**config.mk**
```make
export PLATFORM = sky130hd
export DESIGN_NAME = mem_stage_ob
export DESIGN_NICKNAME = d
export VERILOG_FILES = /design/src/rtl/mem_stage_ob.sv
export SDC_FILE = /design/constraint.sdc
export NUM_CORES = 1
export LEC_CHECK = 0
export CAP_MARGIN = 20
export CORE_MARGIN = 3
export CORE_UTILIZATION = 48
export DETAILED_ROUTE_END_ITERATION = 10
export PLACE_DENSITY = 0.78
export SLEW_MARGIN = 15
export SYNTH_ARGS = -nofsm -noshare
export SYNTH_HDL_FRONTEND = slang
export SYNTH_SLANG_ARGS = --single-unit
```
**constraint.sdc**
```tcl
create_clock -name clk -period 3.3 [get_ports clk]
set_input_delay 0.99 -clock clk [delete_from_list [all_inputs] [get_ports clk]]
set_output_delay 0.99 -clock clk [all_outputs]
set_load 0.1 [all_outputs]
```
**src/rtl/mem_stage_ob.sv**
```systemverilog
`default_nettype none
// ============================================================================
// Module   : mem_stage_ob
// Purpose  : Memory-access pipeline stage between EXE and WB. Waits for
//            in-order data-SRAM responses and keeps the read data in a hold
//            register, so a stalled WB never loses a response. Aligns and
//            extends load data, feeds the bypass network, and counts requests
//            orphaned by a flush so that their late responses are discarded.
// Ports    : clk/resetn          - clock, synchronous active-low reset
//            exe_*               - instruction handed over from EXE
//            mem_allowin         - stage accepts from EXE this cycle
//            data_sram_data_ok/rdata - in-order response strobe and data
//            flush               - WB exception/ertn flush
//            req_block           - orphan counter full, EXE must not issue
//            wb_*                - registered fields towards WB
//            mem_exc             - valid instruction carries an exception
//            fwd_*               - bypass value / pending-load indication
// Revision : 1.0 - initial release
// ============================================================================
module mem_stage_ob #(
    parameter int EXC_W     = 16,
    parameter int SIDE_W    = 80,
    parameter int MAX_OUTST = 3
) (
    input  logic              clk,
    input  logic              resetn,
    input  logic              exe_valid,
    output logic              mem_allowin,
    input  logic [31:0]       exe_pc,
    input  logic [31:0]       exe_result,
    input  logic [2:0]        exe_ld_op,
    input  logic              exe_st,
    input  logic              exe_req_sent,
    input  logic              exe_gr_we,
    input  logic [4:0]        exe_dest,
    input  logic [EXC_W-1:0]  exe_exc,
    input  logic [SIDE_W-1:0] exe_side,
    input  logic              data_sram_data_ok,
    input  logic [31:0]       data_sram_rdata,
    input  logic              flush,
    output logic              req_block,
    output logic              wb_valid,
    input  logic              wb_allowin,
    output logic [31:0]       wb_pc,
    output logic [31:0]       wb_result,
    output logic [4:0]        wb_dest,
    output logic              wb_gr_we,
    output logic [EXC_W-1:0]  wb_exc,
    output logic [SIDE_W-1:0] wb_side,
    output logic              mem_exc,
    output logic              fwd_valid,
    output logic [4:0]        fwd_dest,
    output logic [31:0]       fwd_data,
    output logic              fwd_pending
);

    localparam int                 c_CNT_W     = $clog2(MAX_OUTST + 1);
    localparam logic [c_CNT_W-1:0] c_BLOCK_LVL = c_CNT_W'(MAX_OUTST - 1);

    localparam logic [2:0] c_LD_NONE = 3'd0;
    localparam logic [2:0] c_LD_B    = 3'd1;
    localparam logic [2:0] c_LD_H    = 3'd2;
    localparam logic [2:0] c_LD_W    = 3'd3;
    localparam logic [2:0] c_LD_BU   = 3'd4;
    localparam logic [2:0] c_LD_HU   = 3'd5;

    // ------------------------------------------------------------------
    // State
    // ------------------------------------------------------------------
    logic               mem_valid_q, mem_valid_d;
    logic [31:0]        pc_q,        pc_d;
    logic [31:0]        result_q,    result_d;
    logic [2:0]         ld_op_q,     ld_op_d;
    logic               req_sent_q,  req_sent_d;
    logic               gr_we_q,     gr_we_d;
    logic [4:0]         dest_q,      dest_d;
    logic [EXC_W-1:0]   exc_q,       exc_d;
    logic [SIDE_W-1:0]  side_q,      side_d;
    logic               got_data_q,  got_data_d;
    logic [31:0]        data_buf_q,  data_buf_d;
    logic [c_CNT_W-1:0] drop_cnt_q,  drop_cnt_d;

    // ------------------------------------------------------------------
    // Combinational
    // ------------------------------------------------------------------
    logic        has_exc;
    logic        ready_go;
    logic        stage_load;
    logic        waiting;
    logic        drop_idle;
    logic        capture;
    logic        drop_dec;
    logic        inc_stage;
    logic        inc_exe;
    logic [7:0]  ld_byte;
    logic [15:0] ld_half;
    logic [31:0] load_data;
    logic [31:0] final_result;

    // A store's result is its address, same as any non-load, so the store
    // flag carries no information this stage needs.
    logic unused_ok;
    assign unused_ok = exe_st;

    always_comb begin
        has_exc    = |exc_q;
        ready_go   = ~req_sent_q | got_data_q | has_exc;
        mem_allowin = ~mem_valid_q | (ready_go & wb_allowin);
        stage_load = exe_valid & mem_allowin;
        waiting    = mem_valid_q & req_sent_q & ~got_data_q;
        drop_idle  = (drop_cnt_q == '0);

        // Responses are in order: while orphans are outstanding, the next
        // response always belongs to an orphan.
        capture    = data_sram_data_ok & drop_idle & waiting;
        drop_dec   = data_sram_data_ok & ~drop_idle;

        // A waiting request whose response lands on the flush edge has been
        // consumed, so it does not become an orphan.
        inc_stage  = flush & waiting & ~capture;
        inc_exe    = flush & exe_valid & exe_req_sent & mem_allowin;

        drop_cnt_d = drop_cnt_q + c_CNT_W'(inc_stage) + c_CNT_W'(inc_exe)
                     - c_CNT_W'(drop_dec);

        got_data_d = got_data_q;
        if (capture) begin
            got_data_d = 1'b1;
        end
        if (stage_load) begin
            got_data_d = 1'b0;
        end
        data_buf_d = capture ? data_sram_rdata : data_buf_q;

        if (flush) begin
            mem_valid_d = 1'b0;
        end else if (mem_allowin) begin
            mem_valid_d = exe_valid;
        end else begin
            mem_valid_d = mem_valid_q;
        end

        pc_d       = stage_load ? exe_pc       : pc_q;
        result_d   = stage_load ? exe_result   : result_q;
        ld_op_d    = stage_load ? exe_ld_op    : ld_op_q;
        req_sent_d = stage_load ? exe_req_sent : req_sent_q;
        gr_we_d    = stage_load ? exe_gr_we    : gr_we_q;
        dest_d     = stage_load ? exe_dest     : dest_q;
        exc_d      = stage_load ? exe_exc      : exc_q;
        side_d     = stage_load ? exe_side     : side_q;

        // Lane selection by the low address bits.
        case (result_q[1:0])
            2'd0:    ld_byte = data_buf_q[7:0];
            2'd1:    ld_byte = data_buf_q[15:8];
            2'd2:    ld_byte = data_buf_q[23:16];
            default: ld_byte = data_buf_q[31:24];
        endcase
        ld_half = result_q[1] ? data_buf_q[31:16] : data_buf_q[15:0];

        case (ld_op_q)
            c_LD_B:  load_data = {{24{ld_byte[7]}}, ld_byte};
            c_LD_H:  load_data = {{16{ld_half[15]}}, ld_half};
            c_LD_BU: load_data = {24'd0, ld_byte};
            c_LD_HU: load_data = {16'd0, ld_half};
            c_LD_W:  load_data = data_buf_q;
            default: load_data = data_buf_q;
        endcase

        // With an exception the address goes forward for badv.
        if (has_exc || (ld_op_q == c_LD_NONE)) begin
            final_result = result_q;
        end else begin
            final_result = load_data;
        end
    end

    always_ff @(posedge clk) begin
        if (!resetn) begin
            mem_valid_q <= 1'b0;
            pc_q        <= '0;
            result_q    <= '0;
            ld_op_q     <= '0;
            req_sent_q  <= 1'b0;
            gr_we_q     <= 1'b0;
            dest_q      <= '0;
            exc_q       <= '0;
            side_q      <= '0;
            got_data_q  <= 1'b0;
            data_buf_q  <= '0;
            drop_cnt_q  <= '0;
        end else begin
            mem_valid_q <= mem_valid_d;
            pc_q        <= pc_d;
            result_q    <= result_d;
            ld_op_q     <= ld_op_d;
            req_sent_q  <= req_sent_d;
            gr_we_q     <= gr_we_d;
            dest_q      <= dest_d;
            exc_q       <= exc_d;
            side_q      <= side_d;
            got_data_q  <= got_data_d;
            data_buf_q  <= data_buf_d;
            drop_cnt_q  <= drop_cnt_d;
        end
    end

    // ------------------------------------------------------------------
    // Outputs
    // ------------------------------------------------------------------
    assign req_block   = (drop_cnt_q >= c_BLOCK_LVL);
    assign wb_valid    = mem_valid_q & ready_go & ~flush;
    assign wb_pc       = pc_q;
    assign wb_result   = final_result;
    assign wb_dest     = dest_q;
    assign wb_gr_we    = gr_we_q;
    assign wb_exc      = exc_q;
    assign wb_side     = side_q;
    assign mem_exc     = mem_valid_q & has_exc;
    assign fwd_valid   = mem_valid_q & gr_we_q;
    assign fwd_dest    = dest_q;
    assign fwd_data    = final_result;
    assign fwd_pending = mem_valid_q & (ld_op_q != c_LD_NONE) & ~got_data_q & ~has_exc;

endmodule
`default_nettype wire

```
### Word level (Yosys, flattened, before mapping)

Index checks and enable logic that the tools add are counted.

| operators by class | value |
|---|---|
| equality and inequality tests | 6 |
| bitwise logic cells | 30 |
| divide/modulo/power cells | 0 |
| magnitude comparators | 1 |
| add/sub/neg operators | 3 |
| reduce and logical (&&, ||, !) cells | 8 |
| muxes and demuxes | 4 |
| shifts and indexed selects | 0 |
| multiply operators | 0 |

Operators by type and width:

| operator | count |
|---|---|
| $pmux 32 s4 | 1 |
| $mux 32 | 1 |
| $pmux 8 s3 | 1 |
| $and 1x1->1 | 19 |
| $mux 16 | 1 |
| $reduce_or 16->1 | 1 |
| $not 1->1 | 8 |
| $eq 3x3->1 const B | 2 |
| $add 2x1->2 | 2 |
| $logic_not 2->1 | 2 |
| $reduce_or 2->1 | 2 |
| $eq 3x1->1 const B | 1 |
| $eq 3x2->1 const B | 1 |
| $logic_not 3->1 | 1 |
| $or 1x1->1 | 3 |
| $reduce_bool 3->1 | 1 |
| $eq 2x1->1 const B | 1 |
| $eq 2x2->1 const B | 1 |
| $ge 2x2->1 const B | 1 |
| $sub 2x1->2 | 1 |
| $logic_or 1x1->1 | 1 |

| word-level totals | value |
|---|---|
| bits in writable memories | 0 |
| memories kept | 0 |
| memory bits (read-only) | 0 |
| register bits after elaboration | 206 |
| latch bits | 0 |
| output and inout port bits | 209 |

### Longest topological paths before layout

Gate-level depths: netlist (run 1).

| depth | value |
|---|---|
| depth after elaboration | 8 |
| mapped depth | 10 |

### Worst setup path before layout (run 1)

OpenSTA, ideal clock, no wires.

| timing | value |
|---|---|
| path type | register to output |
| start point | register exc_q[10] (netlist: wb_exc[10]) |
| end point | output port wb_result[15] |
| path buffers | 3 |
| data arrival time | 4707 ps |
| stages on the path, launching flop included | 8 |
| slack | -2397 ps |
| path through | dfxtp_1 or4_1 clkbuf_1 nor2_1 nand2_1 buf_2 o31ai_1 buf_4 |

| on the way | value |
|---|---|
| word-level cells in the longest chain between the ends | 3 |

Ends and longest elaborated chain:

| item | line | source |
|---|---|---|
| start: declaration | 77 | `logic [EXC_W-1:0] exc_q, exc_d;` |
| start signal: assignment | 187 | `exc_q <= '0;` |
| start signal: assignment | 200 | `exc_q <= exc_d;` |
| $reduce_or 16->1 | 106 | `has_exc = \|exc_q;` |
| $logic_or 1x1->1 | 171 | `if (has_exc \|\| (ld_op_q == c_LD_NONE)) begin` |
| $mux 32 | 171 |  |
| end: declaration | 45 | `output logic [31:0] wb_result,` |

Every way passes these cells.

### Final worst setup path (run 1)

| timing | value |
|---|---|
| start point | register exc_q[2] (netlist: wb_exc[2]) |
| end point | output port fwd_data[2] |

| on the way | value |
|---|---|
| word-level cells in the longest chain between the ends | 3 |

Ends and longest elaborated chain:

| item | line | source |
|---|---|---|
| $reduce_or 16->1 | 106 |  |
| $logic_or 1x1->1 | 171 |  |
| $mux 32 | 171 |  |
| end: declaration | 53 | `output logic [31:0] fwd_data,` |

Every way passes these cells.

==> flow_summary_export.csv, run 1 <==
group,metric,value,unit
run_status,run_status,"finished, violations left",
run_status,failed_checks,"negative setup slack",
setup_path,timing.reg2reg.worst_path_depth,8,
setup_path,timing.setup.critical_path_class,"reg -> out",
sta,finalCritPeriodShare,1.07,
drt,drtIter0Drc,1357,
drt,route.detailed.drc,0,
setup_path,cp-startpoint,"wb_exc[2]$_SDFFE_PN0P_",
die,core_area,27000,um^2
power_and_ir_drop,totalPowerFinal,9.81,mW
setup_path,cp_data_required_time,2.31,ns
place,hpwl,31400,um
setup_path,cp.arrival,2.53,ns
die,placement_rows,60,
sta,maxSlewViolCount,0,
power_and_ir_drop,pwr-share-seq,0.300,
setup_path,critical_path_source_type,"flop",
sta,slew-limit-headroom,0.305,
clock_tree,hold_buffers,0,
die,fp.dieW,172,um
layout,final_nets,2085,
place,inst_count_dp,2160,
drt,pre_repair_dr_iteration_count,6,
sta,tightest_slew,1.04,ns
global_routing,grt.overflow.total,0,
sta,finalWorstSetupSlack,-0.222,ns
yosys,post_synth_most_frequent_cells,"sky130_fd_sc_hd__o211ai_1 (324), sky130_fd_sc_hd__dfxtp_1 (206), sky130_fd_sc_hd__nand3_1 (179)",
sta,final.min_clock_period,3.52,ns
setup_path,worstReg2RegStart,"wb_exc[2]$_SDFFE_PN0P_",
drt,route.detailed.wl_per_inst,22.3,um
clock_tree,tritoncts_clock_tree,"yes",
setup_path,critical_path.endpoint_type,"output pin",
yosys,synthesis.area_per_instance,8.23,um^2
yosys,ys.warnings.count,0,
layout,fin_cells,2235,
place,gp_routability_congestion,0.931,
clock_tree,cts.sinks,206,
die,die_area,29600,um^2
yosys,postSynthRegisterBits,206,
yosys,synth_seq_area_share,0.311,
die,chipHeight,172,um
global_routing,grt_usage,0.308,
power_and_ir_drop,cellLeakagePower,6.46,nW
sta,finClkSkew,0.00772,ns
sta,setup_failing_eps_final,65,
global_routing,grt_start_max_net_pins,172,
setup_path,timing.rr.end,"result_q[27]$_SDFFE_PN0P_",
job,drv.max_cap_violation_count,0,
power_and_ir_drop,power.density,516,nW/um^2
yosys,synthesized_instance_count,1610,
power_and_ir_drop,combinationalPowerShare,0.430,
layout,postLayoutCellArea,19000,um^2
yosys,yosysMostFrequentCell,"sky130_fd_sc_hd__o211ai_1",
clock_tree,tritoncts.num_buffers,25,
sta,rsz0062_at_grt,"true",
layout,ratio_of_cells_with_drive_above_1_in_the_final_layout,0.217,
die,initial_core_util,0.490,
clock_tree,clock_insertion_delay_worst_skew,0.51,ns
power_and_ir_drop,power.internal,5.57,mW
sta,hold_viol_final,0,
drt,vias_per_cell,6.57,
place,placed_area,17800,um^2
drt,via_count,14700,
layout,n_fill_cell,2125,
drt,detail-route-antenna-nets,0,
power_and_ir_drop,share_clk_of_total_power,0.270,
sta,fin_hold_ws,0.466,ns
setup_path,worstPathMaxFanout,7,
drt,finalWirelength,49800,um
yosys,synth_top_area_share,0.311,
yosys,synth_nets,1821,
yosys,synth.area.top_cells,"sky130_fd_sc_hd__dfxtp_1 (31%), sky130_fd_sc_hd__o211ai_1 (18%), sky130_fd_sc_hd__a32oi_1 (11%)",
global_routing,global_route_wire_length_before_repair,74600,um
setup_path,setup.reg_to_reg.worst_slack,0.63,ns
hold_path,min_path_type,"reg -> reg",
power_and_ir_drop,proportion_of_total_power_due_to_net_switching,0.432,
clock_tree,path_clk_slew,0.06,ns
yosys,ys.flop_type,"sky130_fd_sc_hd__dfxtp_1",
power_and_ir_drop,power_switching,4.24,mW
global_routing,antenna_violations_before_repair,8,
power_and_ir_drop,highest_ir_drop_seen_on_vdd,0.393,mV
setup_path,worst_setup_endpoint,"fwd_data[2]",
clock_tree,clk_path_buf_depth,3,
global_routing,via_count_of_the_first_global_routing_pass,13700,
yosys,most_area_hungry_cell_type_in_the_yosys_netlist,"sky130_fd_sc_hd__dfxtp_1",
sta,timing.fmax,0.284,GHz
clock_tree,cts_root_buffer,"sky130_fd_sc_hd__clkbuf_16",
layout,syn2layout_area_growth,43.6,%
yosys,synth_enable_flop_cells,0,
yosys,synthesis.area,13200,um^2
yosys,yosysUniqueCellTypes,63,
clock_tree,h-tree-depth,1,
yosys,synth_async_sr_flop_share,0,
place,port_buffers,416,
die,top_level_ports,418,
-- through the flow --
stage               setup TNS, ns   util  setup WS [ns]
floorplan                   -2.41      -         -0.309
global placement                0  0.658          0.258
detailed placement              0  0.658          0.175
CTS                        -11.54  0.701         -0.220
global route               -15.01  0.703         -0.293
finish                     -11.14  0.704         -0.222
-- worst max-delay path: stages, from the launching register on --
cell                        delay (ns)
sky130_fd_sc_hd__dfxtp_4          0.36
sky130_fd_sc_hd__nor4_2           0.30
sky130_fd_sc_hd__buf_4            0.18
sky130_fd_sc_hd__nand3_4          0.09
sky130_fd_sc_hd__nor3_4           0.28
sky130_fd_sc_hd__buf_6            0.22
sky130_fd_sc_hd__buf_12           0.15
sky130_fd_sc_hd__a2bb2oi_4        0.21
sky130_fd_sc_hd__buf_12           0.20
-- per-layer routing --
layer,share of wire,vias up,global-route usage
met1,0.38,7022,0.382
li1,-,6786,-
met4,0.052,6,0.141
met2,0.47,718,0.503
met3,0.095,151,0.0796
met5,0.00076,-,0
-- flip-flops by register name, summed over array words and instances (netlist names) --
register	flops
wb_exc	16
wb_side	80
result_q	32
req_sent_q	1
ld_op_q	3
got_data_q	1
wb_gr_we	1
drop_cnt_q	2
data_buf_q	32
wb_pc	32
fwd_dest	5
mem_valid_q	1
-- worst min-delay path by stage --
stage                     cells after the start                       start  slack, ns                    endpoint
after global routing                          2  data_buf_q[5]$_SDFFE_PN0P_       0.49  data_buf_q[5]$_SDFFE_PN0P_
after CTS                                     2  data_buf_q[5]$_SDFFE_PN0P_       0.47  data_buf_q[5]$_SDFFE_PN0P_
after floorplan                               2  data_buf_q[5]$_SDFFE_PN0P_       0.44  data_buf_q[5]$_SDFFE_PN0P_
final                                         2  data_buf_q[5]$_SDFFE_PN0P_       0.47  data_buf_q[5]$_SDFFE_PN0P_
after detailed placement                      2  data_buf_q[5]$_SDFFE_PN0P_       0.46  data_buf_q[5]$_SDFFE_PN0P_
after global placement                        2  data_buf_q[3]$_SDFFE_PN0P_       0.45  data_buf_q[3]$_SDFFE_PN0P_
-- layout make-up --
type / count / area, um^2 / share of cell area
Multi-Input combinational cell: 1144 / 8330 / 0.438
Sequential cell: 206 / 4190 / 0.220
Clock buffer: 33 / 676 / 0.0355
Tap cell: 341 / 427 / 0.0224
Inverter: 8 / 30.0 / 0.00158
Clock inverter: 8 / 90.1 / 0.00474
Antenna cell: 6 / 15.0 / 0.000790
Timing Repair Buffer: 489 / 5260 / 0.277
-- cell usage in the layout (no fill, tap or decap), types with 32 or more instances in the layout --
cell,netlist,layout
sky130_fd_sc_hd__and2_1,173,173
sky130_fd_sc_hd__a32oi_1,170,169
sky130_fd_sc_hd__clkdlybuf4s50_1,0,206
sky130_fd_sc_hd__buf_4,39,187
sky130_fd_sc_hd__a21boi_0,33,32
sky130_fd_sc_hd__nand2_1,95,93
sky130_fd_sc_hd__dfxtp_1,206,186
sky130_fd_sc_hd__buf_12,0,81
sky130_fd_sc_hd__nand3_1,179,177
sky130_fd_sc_hd__o211ai_1,324,324
-- cells by family (layout without fill, tap and decap cells) --
group,after synthesis,after routing,synth area share
AO/OA/AOI/OAI,619,619,0.366
AND/OR/NAND/NOR,493,494,0.202
other,0,6,0
multiplexers,26,26,0.0251
adder cells (fa/ha/maj),2,2,0.00246
buffers and inverters,261,538,0.0911
XOR/XNOR,3,3,0.00198
flip-flops,206,206,0.311
-- power groups by stage --
stage	Sequential [mW]	Combinational, mW	Clock, mW
after global placement	2.97	4.08	0
final	2.95	4.22	2.65
after detailed placement	2.98	4.11	0
after CTS	2.93	4.18	2.69
after floorplan	4.14	1.79	0
after global routing	2.97	4.37	2.78
-- what timing repair did --
item,in CTS,in global routing
gates resized for setup,37,27
setup endpoints to repair,66,67
pin swaps,14,8
cloned,3,1
setup buffers,21,6
Power figures use the tool's default switching activity.
==> inputs of run 2 (changes only) <==
--- a/config.mk
+++ b/config.mk
@@ -10,6 +10,7 @@
 export CORE_UTILIZATION = 48
 export DETAILED_ROUTE_END_ITERATION = 10
 export PLACE_DENSITY = 0.78
+export RECOVER_POWER = 100
 export SLEW_MARGIN = 15
 export SYNTH_ARGS = -nofsm -noshare
 export SYNTH_HDL_FRONTEND = slang
==> run 2 against run 1 <==
- the flow finishes with violations (max-capacitance violations, max-slew violations, negative setup slack)
- sequential power is essentially flat
- cell area shrank 3.2%
- critical path depth is the same
- via count grew 0.18%
- hold slack gained 0.0066 ns
- global-route usage is the same
- combinational power shrank 4%
- routed wire length shrank 0.34%
- cell count is the same
- sequential share of layout area grew 0.73 points
- largest cell class unchanged
- highest routed layer unchanged
==> flow_summary_export.csv, run 2 (same netlist as run 1, synthesis figures left out) <==
group,metric,value,unit
power_and_ir_drop,share_clk_of_total_power,0.274,
die,core_area,27000,um^2
layout,n_fill_cell,2266,
clock_tree,tritoncts_clock_tree,"yes",
power_and_ir_drop,highest_ir_drop_seen_on_vdd,0.384,mV
clock_tree,tritoncts.num_buffers,25,
sta,finalCritPeriodShare,1.07,
clock_tree,clk_path_buf_depth,3,
hold_path,min_path_type,"reg -> reg",
setup_path,critical_path.endpoint_type,"output pin",
run_status,run_status,"finished, violations left",
layout,multi_input_comb_area,8330,um^2
sta,finalWorstSetupSlack,-0.216,ns
global_routing,global_route_wire_length_before_repair,74600,um
sta,maxSlewViolCount,85,
clock_tree,h-tree-depth,1,
power_and_ir_drop,power.internal,5.40,mW
sta,rsz0062_at_grt,"true",
layout,syn2layout_area_growth,38.9,%
global_routing,grt.overflow.total,0,
die,chipHeight,172,um
drt,detail-route-antenna-nets,0,
setup_path,cp.arrival,2.53,ns
run_status,failed_checks,"max-capacitance violations, max-slew violations, negative setup slack",
sta,timing.fmax,0.284,GHz
drt,pre_repair_dr_iteration_count,5,
job,drv.max_cap_violation_count,1,
layout,ratio_of_cells_with_drive_above_1_in_the_final_layout,0.143,
sta,slew-limit-headroom,-0.00854,
die,fp.dieW,172,um
drt,route.detailed.wl_per_inst,22.2,um
clock_tree,cts_root_buffer,"sky130_fd_sc_hd__clkbuf_16",
drt,via_count,14700,
setup_path,timing.setup.critical_path_class,"reg -> out",
layout,final_nets,2085,
sta,hold_viol_final,0,
clock_tree,path_clk_slew,0.06,ns
place,post-place-ws,0.175,ns
power_and_ir_drop,power_switching,4.23,mW
sta,setup-tns-final,-10.81,ns
layout,most-common-layout-cells,"sky130_fd_sc_hd__o211ai_1 (324), sky130_fd_sc_hd__clkdlybuf4s50_1 (206), sky130_fd_sc_hd__dfxtp_1 (186), sky130_fd_sc_hd__nand3_1 (177), sky130_fd_sc_hd__a32oi_1 (169)",
sta,finClkSkew,0.00762,ns
sta,final.min_clock_period,3.52,ns
place,gp_routability_congestion,0.931,
global_routing,grt_start_max_net_pins,172,
power_and_ir_drop,combinationalPowerShare,0.420,
place,port_buffers,416,
layout,most_common_cell_after_layout_fill_and_taps_aside,"sky130_fd_sc_hd__o211ai_1",
power_and_ir_drop,cellLeakagePower,5.85,nW
power_and_ir_drop,power.density,523,nW/um^2
global_routing,grt_usage,0.308,
die,placement_rows,60,
drt,route.detailed.drc,0,
clock_tree,clock_insertion_delay_worst_skew,0.51,ns
die,top_level_ports,418,
setup_path,critical_path_source_type,"flop",
place,hpwl,31400,um
power_and_ir_drop,pwr-share-seq,0.305,
sta,setup_failing_eps_final,65,
global_routing,antenna_violations_before_repair,8,
clock_tree,hold_buffers,0,
drt,vias_per_cell,6.58,
layout,ff_latch_area,4190,um^2
power_and_ir_drop,proportion_of_total_power_due_to_net_switching,0.439,
die,initial_core_util,0.490,
drt,drtIter0Drc,1298,
layout,largest_register_ffs,80,
setup_path,cp_data_required_time,2.31,ns
drt,finalWirelength,49600,um
setup_path,worstPathMaxFanout,7,
sta,tightest_slew,1.51,ns
clock_tree,cts.sinks,206,
die,die_area,29600,um^2
global_routing,via_count_of_the_first_global_routing_pass,13700,
[run 2: cell count changes in the layout (fill, tap and decap cells not counted)]
cell,previous run,this run
sky130_fd_sc_hd__clkbuf_4,0,4
sky130_fd_sc_hd__buf_8,2,1
sky130_fd_sc_hd__buf_4,187,42
sky130_fd_sc_hd__clkbuf_1,6,146
sky130_fd_sc_hd__clkbuf_2,0,7
sky130_fd_sc_hd__buf_12,81,76
sky130_fd_sc_hd__and2_0,0,39
sky130_fd_sc_hd__and2_1,173,134
[run 2: worst paths after layout]
| kind | start | to | slack (ns) | cells past startpoint |
|---|---|---|---|---|
| hold reg to reg | data_buf_q[5]$_SDFFE_PN0P_ | data_buf_q[5]$_SDFFE_PN0P_ | 0.47 | 2 |
| setup reg to reg | wb_exc[2]$_SDFFE_PN0P_ | wb_pc[15]$_SDFFE_PN0P_ | 0.08 | 8 |
| setup / recovery | wb_exc[2]$_SDFFE_PN0P_ | fwd_data[2] | -0.22 | 8 |
| hold / removal | data_buf_q[5]$_SDFFE_PN0P_ | data_buf_q[5]$_SDFFE_PN0P_ | 0.47 | 2 |
[run 2: critical path: stages, from the launching register on]
cell and delay, ns:
sky130_fd_sc_hd__dfxtp_4 0.36, sky130_fd_sc_hd__nor4_2 0.30, sky130_fd_sc_hd__buf_4 0.18, sky130_fd_sc_hd__nand3_4 0.09, sky130_fd_sc_hd__nor3_4 0.28, sky130_fd_sc_hd__buf_6 0.22, sky130_fd_sc_hd__buf_12 0.15, sky130_fd_sc_hd__a2bb2oi_4 0.21
sky130_fd_sc_hd__buf_12 0.20
[run 2: metal layers]
| metal | up-vias | global-route usage | wire (um) |
|---|---|---|---|
| li1 | 6783 | - | - |
| met1 | 7025 | 0.382 | 18500 |
| met2 | 739 | 0.503 | 23600 |
| met3 | 157 | 0.0796 | 4890 |
| met4 | 6 | 0.141 | 2580 |
| met5 | - | 0 | 38 |
[run 2: power by group through the flow]
stage                     combinational, mW  clock [mW]  sequential [mW]
after detailed placement               4.11           0             2.98
after floorplan                        1.79           0             4.14
after global routing                   4.20        2.78             2.97
after global placement                 4.08           0             2.97
final                                  4.05        2.64             2.94
after CTS                              4.18        2.69             2.93
[run 2: what timing repair did]
item	4_1_cts	5_1_grt
pin swaps	14	8
gates cloned	3	1
gates resized for setup	37	27
endpoints found under the setup margin	66	67
buffers inserted	21	6
[run 2: per-stage QoR]
stage / cell area [um^2] / hold slack (ns) / total power [mW] / std cells / utilization
after CTS: 18900 / 0.470 / 9.80 / 2225 / 0.701
after floorplan: 13600 / 0.443 / 5.93 / 1610 / -
final: 18400 / 0.473 / 9.63 / 2235 / 0.681
after global placement: 17800 / 0.453 / 7.05 / 2160 / 0.658
after detailed placement: 17800 / 0.462 / 7.09 / 2160 / 0.658
after global routing: 18400 / 0.499 / 9.95 / 2234 / 0.681
[run 2: cell type report]
type                       count  share of cell area
inverter                       8             0.00163
clock buffer                  33              0.0367
multi-input combinational   1144               0.453
clock inverter                 8             0.00490
timing repair buffer         489               0.253
sequential                   206               0.228
antenna                        6            0.000816
tap                          341              0.0232
==> inputs of run 3 (changes only) <==
--- a/config.mk
+++ b/config.mk
@@ -6,11 +6,13 @@
 export NUM_CORES = 1
 export LEC_CHECK = 0
 export CAP_MARGIN = 20
+export CELL_PAD_IN_SITES_DETAIL_PLACEMENT = 1
+export CELL_PAD_IN_SITES_GLOBAL_PLACEMENT = 1
 export CORE_MARGIN = 3
-export CORE_UTILIZATION = 48
+export CORE_UTILIZATION = 34
 export DETAILED_ROUTE_END_ITERATION = 10
-export PLACE_DENSITY = 0.78
-export RECOVER_POWER = 100
+export PLACE_DENSITY = 0.77
+export RECOVER_POWER = 25
 export SLEW_MARGIN = 15
 export SYNTH_ARGS = -nofsm -noshare
 export SYNTH_HDL_FRONTEND = slang
==> run 3 against run 2 <==
- the run ends with negative setup slack left
- largest cell class unchanged
- die area grew 40%
- clock power grew 8.3%
- combinational power grew 4.9%
- clock-buffer cell count grew 4
- global-route usage shrank 4.9 points
- sequential power is essentially flat
- via count grew 1.0%
- sequential share of layout area shrank 1.1 points
- routed wire length grew 17%
- core utilization shrank 17 points
- critical path depth is the same
- first-iteration DRC count shrank 35%
==> flow_summary_export.csv, run 3 (same netlist as run 1, synthesis figures left out) <==
group,metric,value,unit
sta,setup_failing_eps_final,67,
clock_tree,h-tree-depth,1,
drt,route.detailed.wl_per_inst,23.9,um
sta,finalWorstSetupSlack,-0.334,ns
die,top_level_ports,418,
sta,finalCritPeriodShare,1.10,
clock_tree,cts.sinks,206,
clock_tree,path_clk_slew,0.06,ns
setup_path,setup.reg_to_reg.worst_slack,0.49,ns
power_and_ir_drop,power.density,521,nW/um^2
place,post-place-ws,0.181,ns
setup_path,worstReg2RegStart,"got_data_q$_SDFFE_PP0P_",
sta,fin_hold_ws,0.482,ns
sta,final.min_clock_period,3.63,ns
setup_path,crit_buf_inv,4,
power_and_ir_drop,totalPowerFinal,10.1,mW
clock_tree,cts_root_buffer,"sky130_fd_sc_hd__clkbuf_16",
sta,hold_viol_final,0,
drt,detail-route-antenna-nets,0,
setup_path,timing.reg2reg.worst_path_depth,5,
place,gp_routability_congestion,0.903,
setup_path,timing.setup.critical_path_class,"reg -> out",
setup_path,cp_data_required_time,2.31,ns
die,initial_core_util,0.348,
drt,wl_met3,4310,um
drt,finalWirelength,58000,um
setup_path,timing.rr.end,"data_buf_q[15]$_SDFFE_PN0P_",
global_routing,grt.overflow.total,0,
clock_tree,clk_path_buf_depth,3,
global_routing,via_count_of_the_first_global_routing_pass,15100,
drt,drtIter0Drc,846,
layout,layout.core_utilization,0.508,
layout,most-common-layout-cells,"sky130_fd_sc_hd__o211ai_1 (324), sky130_fd_sc_hd__clkdlybuf4s50_1 (205), sky130_fd_sc_hd__dfxtp_1 (187), sky130_fd_sc_hd__nand3_1 (176), sky130_fd_sc_hd__and2_1 (173)",
clock_tree,tritoncts.num_buffers,26,
clock_tree,clock_insertion_delay_worst_skew,0.54,ns
sta,maxSlewViolCount,0,
global_routing,grt_start_max_net_pins,172,
drt,route.detailed.drc,0,
sta,slew-limit-headroom,0.0586,
sta,setup-tns-final,-16.13,ns
drt,pre_repair_dr_iteration_count,5,
drt,via_count,14900,
drt,length_of_routed_wiring_on_met1,23000,um
setup_path,critical_path.slowest_cell,"sky130_fd_sc_hd__dfxtp_4",
setup_path,worstPathMaxFanout,7,
setup_path,top_cell_family_by_delay_on_the_critical_path,"simple AND/OR/NAND/NOR gates",
run_status,run_status,"finished, violations left",
global_routing,antenna_violations_before_repair,12,
power_and_ir_drop,highest_ir_drop_seen_on_vdd,0.328,mV
die,placement_rows,71,
run_status,failed_checks,"negative setup slack",
drt,vias_per_cell,6.13,
place,port_buffers,416,
place,hpwl,37300,um
place,placed_area,18000,um^2
die,core_area,38000,um^2
hold_path,holdCritStartpoint,"data_buf_q[17]$_SDFFE_PN0P_",
place,inst_count_dp,2334,
hold_path,worst_hold_path.num_cells,2,
clock_tree,tritoncts_clock_tree,"yes",
setup_path,slowest_delay,0.36,ns
layout,n_fill_cell,4395,
sta,rsz0062_at_grt,"true",
layout,syn2layout_area_growth,45.8,%
setup_path,critical_path_source_type,"flop",
job,drv.max_cap_violation_count,0,
die,die_area,41400,um^2
drt,highest-signal-layer,"met5",
global_routing,global_route_wire_length_before_repair,88200,um
global_routing,grt_usage,0.259,
sta,tightest_slew,1.41,ns
drt,detailroute.wirelength.met2,28600,um
setup_path,crit_path_cell_trace,"nor4_4, buf_4, nand3_4, nor3_4, buf_6, buf_16, mux2_4, buf_12",
die,fp.dieW,203,um
layout,largest_register_ffs,80,
setup_path,cp-startpoint,"wb_exc[3]$_SDFFE_PN0P_",
setup_path,cp.arrival,2.64,ns
hold_path,min_path_type,"reg -> reg",
setup_path,critical_path_cell_count,8,
power_and_ir_drop,cellLeakagePower,6.38,nW
setup_path,critical_path.endpoint_type,"output pin",
sta,timing.fmax,0.275,GHz
layout,final_nets,2098,
layout,fin_cells,2424,
hold_path,worst_hold_path.endpoint,"data_buf_q[17]$_SDFFE_PN0P_",
layout,most_common_cell_after_layout_fill_and_taps_aside,"sky130_fd_sc_hd__o211ai_1",
die,chipHeight,203,um
layout,ratio_of_cells_with_drive_above_1_in_the_final_layout,0.199,
layout,postLayoutCellArea,19300,um^2
sta,finClkSkew,0.00662,ns
==> run 3: cell count changes in the layout (fill, tap and decap cells not counted), moves of 3 or more <==
| cell | delta |
|---|---|
| sky130_fd_sc_hd__buf_16 | +3 |
| sky130_fd_sc_hd__clkbuf_1 | -87 |
| sky130_fd_sc_hd__and2_0 | -39 |
| sky130_fd_sc_hd__clkbuf_2 | -7 |
| sky130_fd_sc_hd__and2_1 | +39 |
| sky130_fd_sc_hd__o21ai_1 | -9 |
| sky130_fd_sc_hd__buf_4 | +97 |
| sky130_fd_sc_hd__buf_12 | +3 |
| sky130_fd_sc_hd__o21ai_0 | +7 |
| sky130_fd_sc_hd__clkbuf_8 | +3 |
| sky130_fd_sc_hd__buf_6 | +5 |
| sky130_fd_sc_hd__a311oi_4 | +3 |
| sky130_fd_sc_hd__clkbuf_4 | -4 |
| sky130_fd_sc_hd__clkinv_2 | +3 |
==> run 3: report_power, final <==
part	total (mW)	leakage (nW)	internal, mW	switching (mW)
clock network	2.86	0.413	1.68	1.19
logic	4.25	4.24	1.23	3.02
registers	2.95	1.72	2.72	0.227
total	10.1	6.38	5.63	4.44
==> run 3: worst max path at each step <==
stage / endpoint / slack [ns]
CTS: fwd_data[26] / -0.27
floorplan: wb_result[15] / -0.31
global placement: wb_result[31] / 0.21
detailed placement: wb_result[16] / 0.18
global route: fwd_data[26] / -0.41
finish: fwd_data[26] / -0.33
==> run 3: final cells by class <==
class | instances | area (um^2) | area share
diodes | 8 | 20.0 | 0.00104
clock buffers | 37 | 763 | 0.0395
clock inverters | 9 | 75.1 | 0.00389
inverters | 8 | 30.0 | 0.00156
multi-input cells | 1143 | 8380 | 0.434
flip-flops and latches | 206 | 4190 | 0.217
well taps | 511 | 639 | 0.0331
repair buffers | 502 | 5220 | 0.270
==> run 3: routing by layer <==
metal	vias to the layer above	GRT usage
li1	6800	-
met1	7398	0.318
met2	549	0.448
met3	109	0.0638
met4	8	0.0809
met5	-	0
==> run 3: what timing repair did <==
item,in CTS,in global routing
setup buffers,22,14
gates cloned,3,0
gates resized for setup,42,25
pin swaps,14,17
setup endpoints to repair,66,67
hold buffers,0,0
==> run 3: tightest hold or removal path: stages (launching register included) <==
cell,delay [ns]
sky130_fd_sc_hd__dfxtp_1,0.31
sky130_fd_sc_hd__nand2_1,0.05
sky130_fd_sc_hd__a21boi_0,0.07
